==> src/rtl/shift_sub_divider.sv <==
// shift_sub_divider: restoring shift-and-subtract divider,
// one quotient bit per clock behind a start/done handshake.
module shift_sub_divider #(
    parameter int DW = 6,
    parameter int VW = 3
) (
    input  logic          clk,
    input  logic          rst_n,
    input  logic          start,
    input  logic [DW-1:0] dividend,
    input  logic [VW-1:0] divisor,
    output logic          busy,
    output logic          done,
    output logic [DW-1:0] quotient,
    output logic [VW-1:0] remainder,
    output logic          div_by_zero
);

    localparam int CW = $clog2(DW + 1);
    localparam logic [CW-1:0] LAST = CW'(DW - 1);

    typedef enum logic [1:0] {
        S_IDLE,
        S_RUN,
        S_DONE
    } state_t;

    state_t r_state;
    state_t w_next;

    logic [DW-1:0] r_q;
    logic [VW-1:0] r_d;
    logic [VW-1:0] r_r;
    logic [CW-1:0] r_cnt;
    logic [DW-1:0] r_quot;
    logic [VW-1:0] r_rem;
    logic          r_dbz;
    logic          r_busy;
    logic          r_done;

    logic [VW:0]   w_rs;
    logic [VW:0]   w_t;
    logic [VW-1:0] w_r_nxt;
    logic [DW-1:0] w_q_nxt;
    logic          w_last;
    logic          w_zero;

    // Trial subtract is one bit wider than R so the borrow lands in w_t[VW].
    assign w_rs    = {r_r, r_q[DW-1]};
    assign w_t     = w_rs - {1'b0, r_d};
    assign w_r_nxt = w_t[VW] ? w_rs[VW-1:0] : w_t[VW-1:0];
    assign w_q_nxt = {r_q[DW-2:0], ~w_t[VW]};
    assign w_last  = (r_cnt == LAST);
    assign w_zero  = (r_d == '0);

    always_ff @(posedge clk or negedge rst_n) begin
        if (!rst_n) begin
            r_state <= S_IDLE;
        end else begin
            r_state <= w_next;
        end
    end

    always_comb begin
        w_next = r_state;
        unique case (r_state)
            S_IDLE: begin
                if (start) begin
                    w_next = S_RUN;
                end
            end
            S_RUN: begin
                if (w_zero || w_last) begin
                    w_next = S_DONE;
                end
            end
            S_DONE: begin
                w_next = S_IDLE;
            end
            default: begin
                w_next = S_IDLE;
            end
        endcase
    end

    always_ff @(posedge clk or negedge rst_n) begin
        if (!rst_n) begin
            r_q    <= '0;
            r_d    <= '0;
            r_r    <= '0;
            r_cnt  <= '0;
            r_quot <= '0;
            r_rem  <= '0;
            r_dbz  <= 1'b0;
            r_busy <= 1'b0;
            r_done <= 1'b0;
        end else begin
            r_busy <= (w_next != S_IDLE);
            r_done <= (w_next == S_DONE);
            unique case (r_state)
                S_IDLE: begin
                    if (start) begin
                        r_q   <= dividend;
                        r_d   <= divisor;
                        r_r   <= '0;
                        r_cnt <= '0;
                    end
                end
                S_RUN: begin
                    if (w_zero) begin
                        r_quot <= '1;
                        r_rem  <= '0;
                        r_dbz  <= 1'b1;
                    end else begin
                        r_q   <= w_q_nxt;
                        r_r   <= w_r_nxt;
                        r_cnt <= r_cnt + CW'(1);
                        if (w_last) begin
                            r_quot <= w_q_nxt;
                            r_rem  <= w_r_nxt;
                            r_dbz  <= 1'b0;
                        end
                    end
                end
                default: begin
                end
            endcase
        end
    end

    assign busy        = r_busy;
    assign done        = r_done;
    assign quotient    = r_quot;
    assign remainder   = r_rem;
    assign div_by_zero = r_dbz;

endmodule
==> config.mk <==
export PLATFORM = sky130hd
export DESIGN_NAME = shift_sub_divider
export DESIGN_NICKNAME = d
export VERILOG_FILES = /design/src/rtl/shift_sub_divider.sv
export SDC_FILE = /design/constraint.sdc
export NUM_CORES = 1
export LEC_CHECK = 0
export BUFFER_PORTS_ARGS = -buffer_cell sky130_fd_sc_hd__buf_4
export CORE_ASPECT_RATIO = 0.8
export CORE_MARGIN = 1.5
export CORE_UTILIZATION = 25
export DETAILED_ROUTE_END_ITERATION = 6
export GPL_ROUTABILITY_DRIVEN = 0
export GPL_TIMING_DRIVEN = 0
export PLACE_DENSITY_LB_ADDON = 0.25
export SLEW_MARGIN = 0
export SYNTH_ARGS = -nofsm -noshare
export SYNTH_HDL_FRONTEND = slang
export SYNTH_SLANG_ARGS = --single-unit
==> constraint.sdc <==
create_clock -name clk -period 2.7 [get_ports clk]
set_clock_uncertainty 0.2 [all_clocks]
set_input_delay 0.135 -clock clk [delete_from_list [all_inputs] [get_ports clk]]
set_output_delay 0.135 -clock clk [all_outputs]
set_load 0.02 [all_outputs]
==> results.cfg <==
[cts]
insertion_delay_ps = 280
cts_tree = done
cts_sinks = 29
cts_root_buffer = clkbuf_8
ctsHtreeMaxLevel = 2
clk_pin_slew_worst_paths_ps = 60
cts_buffers = 5
cts_buffer_depth = 2

[logic_synthesis]
synth_compound_area_share_pct = 16.4
ys.warnings.count = 0
synth_top_family_by_area = compound AO/OA/AOI/OAI gates
synthAdderAreaFrac_pct = 5.98
syn_nets = 145
avgSynthCellArea_sq_um = 10.9
ys_seq_elements = 29
syn_area_sq_um = 1380
ys_seq_area_share_pct = 52.6
yosys.area_share.simple_pct = 13.8
synthCells = 127
synth_mux_area_share_pct = 2.90
synthXorXnorAreaFrac_pct = 2.45
ys_types = 32

[sta]
period_minus_slack_ps = 2130
rsz0062_at_grt = false
finalCritPeriodShare_pct = 78.9
fmax_mhz = 470
setup_slack_ps = 570
worst_pin_slew_ps = 382
holdWs_ps = 16.1
setup_viol = 0
setup_tns_ps = 0
slew_headroom_pct = 74.6
slew_violations = 0
hold_viol = 0

[setup_path]
path_buf_inv = 1
max_stage_delay_ps = 340
crit_type = flop to flop
end_kind = flop
arrival_ps = 2080
cp_max_fo = 5
path_cells = inv_1, ha_1, a21oi_1, o21ai_2, xnor2_2, mux2i_1, o22ai_1
worstSetupStartpointType = flop
critPathTopFamily = compound AO/OA/AOI/OAI gates
slowest_stage = dfrtp_1
worstPathRequired_ps = 2650

[finish]
diodes = 0
final_common_cell = dfrtp_1
drive_above_1_share_pct = 31.0
final_util_pct = 35.1
final_cell_mix = dfrtp_1 (29), buf_4 (24), nand2_1 (18)
syn_to_final_growth_pct = 31.2
final_nets = 185

[die]
design.die.area_sq_um = 5980
die_w_um = 86.1
core_sq_um = 5150
die_h_um = 69.5
num_rows = 23
io_pins = 24
start_util_pct = 26.8

[routing]
initialDrtViolationCount = 27
drt-pass1-iter-count = 2
wire_per_inst_um = 12.8
post-route-drc-count = 0
num_vias = 1009
avgViaCountPerCell = 4.39
wl_mm = 2.95
postRouteAntennaNets = 0

[pwr]
leakage_uw = 0.000813
vdd_drop_max_v = 0.000314
power_density_nw_per_um2 = 1320

[global_route]
grt_pass1_vias = 1035
grt_pass1_wl_mm = 5.00
grt_usage_pct = 11.1
antenna_found_initial = 0
grt_max_degree = 30
gr-total-overflow = 0

[placed_design]
dp_hpwl_mm = 2.16
port_buffers = 23
dp_slack_ps = 537

[outcome]
status = completed

[flow_run]
drv_cap = 0

[worst_hold_path]
holdCritPathClass = primary input to flop
## where the power goes
part / internal [uW] / switching (uW) / total, uW
combinational: 593 / 707 / 1300
clock: 182 / 151 / 333
sequential: 630 / 118 / 748
total: 1410 / 975 / 2380
## per-layer routing
metal	track usage, %	up-vias	share of wire (%)
li1	-	510	-
met1	14.8	470	51
met2	15.4	21	41
met3	4.05	8	6.0
met4	5.91	0	2.0
met5	0	-	0
## worst register-to-register path, delay by kind of cell, from the launching register on
kind / cells / cell delay [ps]
adders and majority gates: 1 / 340
AOI/OAI and AO/OA: 3 / 430
buffers and inverters: 1 / 60
xor gates and xnor gates: 1 / 320
DFF: 1 / 340
muxes: 1 / 310
## metrics by stage
stage	area, sq um	cells	power, uW
6_report	1810	230	2380
5_1_grt	1810	230	2600
4_1_cts	1810	230	2430
3_5_place_dp	1630	212	2070
3_3_place_gp	1630	212	2030
2_1_floorplan	1380	127	1720
## registers in the layout, indices dropped and copies added, names as in the netlist
| name | count |
|---|---|
| r_cnt | 3 |
| r_state | 2 |
| remainder | 3 |
| busy | 1 |
| div_by_zero | 1 |
| r_q | 6 |
| quotient | 6 |
| r_r | 3 |
| r_d | 3 |
| done | 1 |
## synthesized netlist by cell type, drive strengths merged
library cell	n	area, sq um
o22a	6	60.1
nand3	6	35.0
xor2	1	8.76
and3	1	6.26
nand2b	1	6.26
nor2	7	26.3
mux2	2	30.0
o21ai	11	66.3
mux2i	1	10.0
clkbuf	1	3.75
xnor2	2	25.0
nor2b	1	6.26
nand2	21	91.3
ha	5	62.6
or3	1	6.26
inv	10	37.5
a31oi	5	31.3
a21oi	4	31.3
fa	1	20.0
and2	2	12.5
buf	5	40.0
o22ai	4	37.5
dfrtp	29	726
## worst paths after layout
path                                                end  slack (ps)                    start  cells after the start
worst max register to register       r_r[2]$_DFFE_PN0P_         570       r_d[2]$_DFFE_PN0P_                      7
worst min register to register  quotient[0]$_DFFE_PN0P_         310  quotient[0]$_DFFE_PN0P_                      1
worst min-delay path                     busy$_DFF_PN0_          20                    start                      3
max in group asynchronous            r_d[0]$_DFFE_PN0P_        1890                    rst_n                      2
worst max-delay path                 r_r[2]$_DFFE_PN0P_         570       r_d[2]$_DFFE_PN0P_                      7
min in group asynchronous            r_q[3]$_DFFE_PN0P_         130                    rst_n                      2
## cells by family after synthesis
kind of cell,Yosys count
DFF,29
muxes,3
and+or+nand+nor,40
buffers and inverters,16
AOI/OAI and AO/OA,30
adders and majority gates,6
xor gates and xnor gates,3
## final cells by class
class	count	area, sq um
fill	534	3340
multi-input combinational	82	573
tap	62	77.6
buffer	6	43.8
inverter	10	37.5
clock buffer	8	80.1
sequential	29	726
timing repair buffer	33	273
## what timing repair did
action,in CTS,in global routing
setup buffers,0,0
setup endpoints to repair,0,0
resized for setup,0,0
hold buffers,10,0
hold endpoints to repair,38,0
Note: power is estimated with default switching activity, not from simulation.
